$ cat src/rtl/bec_pkg.sv
// bec_pkg
//   Shared constants for the BEC operand loader: field and chunk widths,
//   FSM state encodings, LA command codes and the slot-to-operand mapping.
//   No ports.
package bec_pkg;

  localparam int FIELD_W   = 163;
  localparam int CHUNK_W   = 82;
  localparam int HI_W      = FIELD_W - CHUNK_W;   // 81 bits carried by even slots
  localparam int NUM_OPS   = 7;
  localparam int NUM_SLOTS = 2 * NUM_OPS;

  localparam logic [1:0] ST_IDLE = 2'b00;
  localparam logic [1:0] ST_LOAD = 2'b01;
  localparam logic [1:0] ST_RUN  = 2'b11;
  localparam logic [1:0] ST_DONE = 2'b10;

  localparam logic [15:0] CMD_OPEN    = 16'hAB30;
  localparam logic [15:0] CMD_LAUNCH  = 16'hAB41;
  localparam logic [15:0] CMD_RELEASE = 16'hAB10;

  // Operand index = slot >> 1
  localparam int OP_W1     = 0;
  localparam int OP_Z1     = 1;
  localparam int OP_W2     = 2;
  localparam int OP_Z2     = 3;
  localparam int OP_INV_W0 = 4;
  localparam int OP_D      = 5;
  localparam int OP_KEY    = 6;

  function automatic logic is_known_cmd(input logic [15:0] code);
    return (code == CMD_OPEN) || (code == CMD_LAUNCH) || (code == CMD_RELEASE);
  endfunction

endpackage

$ cat src/rtl/bec_la_event_detect.sv
// bec_la_event_detect
//   Turns level-style LA fields into single-cycle events.
//   i_clk        clock
//   i_rst        synchronous active-high reset
//   i_toggle     LA data toggle bit
//   i_cmd        LA command field
//   o_data_evt   toggle differs from stored value
//   o_cmd_evt    command field changed to a known code
//   o_cmd_code   current command field
import bec_pkg::*;

module bec_la_event_detect (
  input  logic        i_clk,
  input  logic        i_rst,
  input  logic        i_toggle,
  input  logic [15:0] i_cmd,
  output logic        o_data_evt,
  output logic        o_cmd_evt,
  output logic [15:0] o_cmd_code
);

  logic        r_toggle;
  logic [15:0] r_cmd;

  // Storing the toggle every cycle is equivalent to storing it on each
  // data event: when there is no event the value is unchanged anyway.
  always_ff @(posedge i_clk) begin
    if (i_rst) begin
      r_toggle <= 1'b0;
      r_cmd    <= '0;
    end else begin
      r_toggle <= i_toggle;
      r_cmd    <= i_cmd;
    end
  end

  assign o_data_evt = (i_toggle != r_toggle);
  assign o_cmd_evt  = (i_cmd != r_cmd) && is_known_cmd(i_cmd);
  assign o_cmd_code = i_cmd;

endmodule

$ cat src/rtl/bec_operand_loader.sv
// bec_operand_loader
//   Assembles the seven 163-bit BEC operands from 82-bit LA chunks, tracks
//   which halves are loaded and launches the point-mult core. Owns the key
//   register and shifts it on the core's next_key request.
//   wb_clk_i        clock
//   wb_rst_i        synchronous active-high reset
//   la_word         [127] data toggle, [91:88] slot, [81:0] payload, [31:16] command
//   core_next_key   shift key right by one (RUN only)
//   core_done       core finished
//   w1..d           operand registers
//   key_bit         key[0]
//   core_start      one-cycle launch pulse (first RUN cycle)
//   core_enable     high throughout RUN
//   operands_valid  all slots loaded
//   status          {state, err_slot, err_incomplete, err_busy, mask}
//
//   state | meaning
//   IDLE  | operands cleared, waiting for OPEN; data ignored
//   LOAD  | data events write slots; LAUNCH checks completeness
//   RUN   | core enabled; key shifts on request; data flagged busy
//   DONE  | core finished; operands held until RELEASE
import bec_pkg::*;

module bec_operand_loader (
  input  logic               wb_clk_i,
  input  logic               wb_rst_i,
  input  logic [127:0]       la_word,
  input  logic               core_next_key,
  input  logic               core_done,
  output logic [FIELD_W-1:0] w1,
  output logic [FIELD_W-1:0] z1,
  output logic [FIELD_W-1:0] w2,
  output logic [FIELD_W-1:0] z2,
  output logic [FIELD_W-1:0] inv_w0,
  output logic [FIELD_W-1:0] d,
  output logic               key_bit,
  output logic               core_start,
  output logic               core_enable,
  output logic               operands_valid,
  output logic [18:0]        status
);

  logic [1:0]           r_state;
  logic [FIELD_W-1:0]   r_op [NUM_OPS];
  logic [NUM_SLOTS-1:0] r_mask;
  logic                 r_err_slot;
  logic                 r_err_incomplete;
  logic                 r_err_busy;
  logic                 r_start;

  logic                 w_data_evt;
  logic                 w_cmd_evt;
  logic [15:0]          w_cmd_code;
  logic [3:0]           w_slot;
  logic [CHUNK_W-1:0]   w_payload;
  logic [2:0]           w_op_idx;
  logic                 w_slot_ok;
  logic                 w_wr_en;
  logic [NUM_SLOTS-1:0] w_slot_bit;
  logic [NUM_SLOTS-1:0] w_mask_next;
  logic                 w_open;
  logic                 w_launch;
  logic                 w_release;
  logic                 w_unused_la;

  bec_la_event_detect u_evt (
    .i_clk      (wb_clk_i),
    .i_rst      (wb_rst_i),
    .i_toggle   (la_word[127]),
    .i_cmd      (la_word[31:16]),
    .o_data_evt (w_data_evt),
    .o_cmd_evt  (w_cmd_evt),
    .o_cmd_code (w_cmd_code)
  );

  assign w_slot      = la_word[91:88];
  assign w_payload   = la_word[CHUNK_W-1:0];
  assign w_op_idx    = w_slot[3:1];
  assign w_slot_ok   = (w_slot < 4'(NUM_SLOTS));
  assign w_wr_en     = (r_state == ST_LOAD) && w_data_evt && w_slot_ok;
  assign w_slot_bit  = w_wr_en ? (NUM_SLOTS'(1) << w_slot) : '0;
  // LAUNCH sees a slot written in the same cycle
  assign w_mask_next = r_mask | w_slot_bit;
  assign w_unused_la = ^{la_word[126:92], la_word[87:82]};

  assign w_open    = w_cmd_evt && (w_cmd_code == CMD_OPEN);
  assign w_launch  = w_cmd_evt && (w_cmd_code == CMD_LAUNCH);
  assign w_release = w_cmd_evt && (w_cmd_code == CMD_RELEASE);

  always_ff @(posedge wb_clk_i) begin
    if (wb_rst_i) begin
      r_state          <= ST_IDLE;
      r_mask           <= '0;
      r_err_slot       <= 1'b0;
      r_err_incomplete <= 1'b0;
      r_err_busy       <= 1'b0;
      r_start          <= 1'b0;
      for (int i = 0; i < NUM_OPS; i++) r_op[i] <= '0;
    end else begin
      r_start <= 1'b0;
      case (r_state)
        ST_IDLE: begin
          if (w_open) r_state <= ST_LOAD;
        end
        ST_LOAD: begin
          if (w_release) begin
            r_state          <= ST_IDLE;
            r_mask           <= '0;
            r_err_slot       <= 1'b0;
            r_err_incomplete <= 1'b0;
            r_err_busy       <= 1'b0;
            for (int i = 0; i < NUM_OPS; i++) r_op[i] <= '0;
          end else begin
            if (w_wr_en) begin
              if (w_slot[0])
                r_op[w_op_idx][CHUNK_W-1:0] <= w_payload;
              else
                r_op[w_op_idx][FIELD_W-1:CHUNK_W] <= w_payload[HI_W-1:0];
              r_mask <= w_mask_next;
            end else if (w_data_evt) begin
              r_err_slot <= 1'b1;
            end
            if (w_launch) begin
              if (&w_mask_next) begin
                r_state <= ST_RUN;
                r_start <= 1'b1;
              end else begin
                r_err_incomplete <= 1'b1;
              end
            end
          end
        end
        ST_RUN: begin
          if (w_data_evt) r_err_busy <= 1'b1;
          if (core_next_key)
            r_op[OP_KEY] <= {1'b0, r_op[OP_KEY][FIELD_W-1:1]};
          if (core_done) r_state <= ST_DONE;
        end
        default: begin
          if (w_release) begin
            r_state          <= ST_IDLE;
            r_mask           <= '0;
            r_err_slot       <= 1'b0;
            r_err_incomplete <= 1'b0;
            r_err_busy       <= 1'b0;
            for (int i = 0; i < NUM_OPS; i++) r_op[i] <= '0;
          end
        end
      endcase
    end
  end

  assign w1             = r_op[OP_W1];
  assign z1             = r_op[OP_Z1];
  assign w2             = r_op[OP_W2];
  assign z2             = r_op[OP_Z2];
  assign inv_w0         = r_op[OP_INV_W0];
  assign d              = r_op[OP_D];
  assign key_bit        = r_op[OP_KEY][0];
  assign core_start     = r_start;
  assign core_enable    = (r_state == ST_RUN);
  assign operands_valid = &r_mask;
  assign status         = {r_state, r_err_slot, r_err_incomplete, r_err_busy, r_mask};

endmodule
$ cat config.mk
export PLATFORM = sky130hd
export DESIGN_NAME = bec_operand_loader
export DESIGN_NICKNAME = d
export VERILOG_FILES = /design/src/rtl/bec_pkg.sv /design/src/rtl/bec_la_event_detect.sv /design/src/rtl/bec_operand_loader.sv
export SDC_FILE = /design/constraint.sdc
export NUM_CORES = 2
export LEC_CHECK = 0
export CAP_MARGIN = 5
export CORE_AREA = 2 2 438 440
export DETAILED_ROUTE_END_ITERATION = 7
export DIE_AREA = 0 0 440 442
export PLACE_DENSITY_LB_ADDON = 0.1
export SYNTH_ARGS = -nofsm -noshare
export SYNTH_HDL_FRONTEND = slang
export SYNTH_HIERARCHICAL = 1
export SYNTH_SLANG_ARGS = --single-unit
$ cat constraint.sdc
create_clock -name wb_clk_i -period 9.7 [get_ports wb_clk_i]
set_input_delay 0.97 -clock wb_clk_i [delete_from_list [all_inputs] [get_ports wb_clk_i]]
set_output_delay 0.97 -clock wb_clk_i [all_outputs]
set_load 0.02 [all_outputs]
==> metrics.cfg <==
[logic_synthesis]
async_flop_share=0
syn_area_per_cell_sq_um=13.6
syn-cell-area_sq_um=44600
synth_edf_count=978
synth_fp_nets=3407
ys_seq_area_frac=0.748
ys_seq_elements=1178
synth-main-ff-cell=edfxtp_1
synth_cell_types=58
synthCells=3271
yosysWarningCount=6

[routing]
vias=30513
wl_um=199000
wire_per_inst_um=28.6
vias_per_cell=4.37
drc=0
dr.pass1.iters=5
antenna_left=0
drtIter0Drc=2121

[clock_network]
clock_sinks=1178
clkTransAtPathRegs_ns=0.06
root_buffer=clkbuf_16
ctsResizeCount=0
cts_buffer_depth=3
post_cts_buffers=0
cts_buffers=144
cts.htree.levels=4
worstSkewPairLatency_ns=0.81
cts_tree=built
cts_hold_buf=0

[floorplanning]
ioPinCount=1133
die_w_um=440
rows=160
start_util=0.235
core-area_sq_um=190000
design.die.area_sq_um=194000
die_h_um=442

[setup_path]
crit_chain=clkdlybuf4s50_1 > xnor2_1 > nand4_1 > nor4_1 > nor2_1 > nand2_1 > and4bb_4 > a211oi_4 > buf_4 > buf_12 > nand2_1 > nor3_1
critPathMaxFanout=117
startpoint_type=input port
endpoint_kind=flip-flop
reg2reg_from=u_evt/r_cmd[10]$_SDFF_PP0_
slowest_stage=clkdlybuf4s50_1
r2r_slack_ns=4.70
crit_required_ns=10.19
setup.worst_path.start=la_word[18]
worst_path_most_repeated_cell=nand2_1
r2r_cells=11
critPathMaxStageDelay_ns=0.95
critPathArrivalTime_ns=6.32
rr_endpoint=r_op[6][162]$_SDFFCE_PN0P_
worstSetupPathType=input port to flip-flop

[job]
maxCapViolCount=0

[outcome]
status=finished, final reports clean

[timing]
worst_pin_slew_ns=1.14
fmax_ghz=0.171
tns_ns=0
min_period_ns=5.83
finalMaxSlewViolations=0
hold_slack_ns=0.461
setup_violations=0
slew_headroom=0.237
post-route-period-util=0.601
skew_ns=0.0461
rsz0062_at_grt=no
hold_viol=0

[cells_and_area]
areaGrowthSynthToFinish_pct=40.7
final_util=0.331
nets=4472
layout_common_cells=clkdlybuf4s50_1 (1091), edfxtp_1 (978), nor2_1 (348)
drive_gt1_frac=0.106
layout_commonest_cell=clkdlybuf4s50_1

[power]
leakagePower_nw=20.3
vdd_drop_max_v=0.000132
power_density_nw_per_um2=191

[placed_design]
io_buffers=1091
gp_congestion=0.764
dp_hpwl_um=135000

[global_routing]
first_global_vias=29724
grt-ovfl-total=0
antenna_found_initial=13
grt_pass1_wl_um=268000
grt_max_degree=165
grt_usage=0.200

[min_path]
min_from=r_err_incomplete$_SDFFE_PP0P_
min_path_cells=2
holdPathEnd=r_err_incomplete$_SDFFE_PP0P_
holdCritPathClass=flip-flop to flip-flop

## critical path, delay by kind of cell
kind | cells | cell delay, ns
buffers and inverters | 3 | 1.98
XOR/XNOR | 1 | 0.19
AND/OR/NAND/NOR | 7 | 2.57
AO/OA/AOI/OAI | 1 | 0.33
## worst max-delay path by stage
stage	endpoint	slack, ns
after global routing	r_op[6][162]$_SDFFCE_PN0P_	3.82
final	r_op[6][162]$_SDFFCE_PN0P_	3.87
after CTS	r_op[0][53]$_SDFFCE_PN0P_	3.98
after global placement	r_op[0][71]$_SDFFCE_PN0P_	3.09
after floorplan	r_op[6][0]$_DFFE_PP_	1.03
after detailed placement	r_op[0][68]$_SDFFCE_PN0P_	3.11
## report_power, final
part	internal, mW	leakage (nW)	switching [mW]	total, mW
combinational	0.354	7.10	0.617	0.970
sequential	5.66	11.0	0.0574	5.72
clock	3.04	2.21	2.25	5.30
## flip-flops by register name, indices dropped and copies added (netlist names)
register,flops
u_evt/r_cmd,16
core_start,1
r_op,1141
r_err_slot,1
r_mask,14
r_err_incomplete,1
r_err_busy,1
u_evt/r_toggle,1
r_state,2
## routing by layer
metal	track usage	routed length, um
met1	0.238	79500
met2	0.343	99300
met3	0.0515	12700
met4	0.0777	7790
met5	0	0
## logic make-up after synthesis
kind of cell / share of synthesized area
multiplexers: 0.0186
AND/OR/NAND/NOR: 0.163
AO/OA/AOI/OAI: 0.0361
buffers and inverters: 0.0292
XOR/XNOR: 0.00370
adder cells (fa/ha/maj): 0.00112
flip-flops: 0.748
## metrics by stage
| stage | instances | setup slack, ns | area [sq um] | power (mW) |
|---|---|---|---|---|
| 6_report | 6975 | 3.87 | 62800 | 12.0 |
| 5_1_grt | 6970 | 3.82 | 62800 | 12.4 |
| 4_1_cts | 6967 | 3.98 | 62800 | 12.2 |
| 3_5_place_dp | 6700 | 3.11 | 58200 | 6.82 |
| 3_3_place_gp | 6699 | 3.09 | 58200 | 6.82 |
| 2_1_floorplan | 3271 | 1.03 | 44600 | 6.20 |
## cell usage after synthesis, types with 8 or more instances
library cell,n,share of area
nand4_1,8,0.0011
buf_1,20,0.0017
buf_2,35,0.0039
dfxtp_1,200,0.090
nand3_1,251,0.028
nor2b_1,24,0.0034
buf_6,30,0.0076
clkbuf_1,122,0.010
xnor2_1,15,0.0029
buf_4,32,0.0054
mux2i_1,83,0.019
o21ai_0,249,0.028
nor2_1,349,0.029
nand2_1,263,0.022
a31oi_1,11,0.0015
edfxtp_1,978,0.66
a21oi_1,8,0.00090
nor2_2,168,0.024
and2_1,331,0.046
## layout make-up
cell class	instances	area, sq um
Sequential cell	1178	33400
Fill cell	18979	127000
Antenna cell	7	17.5
Inverter	5	18.8
Timing Repair Buffer	1158	11500
Clock inverter	44	409
Tap cell	2511	3140
Clock buffer	223	4150
Multi-Input combinational cell	1849	10200
(Power assumes the default switching activity.)
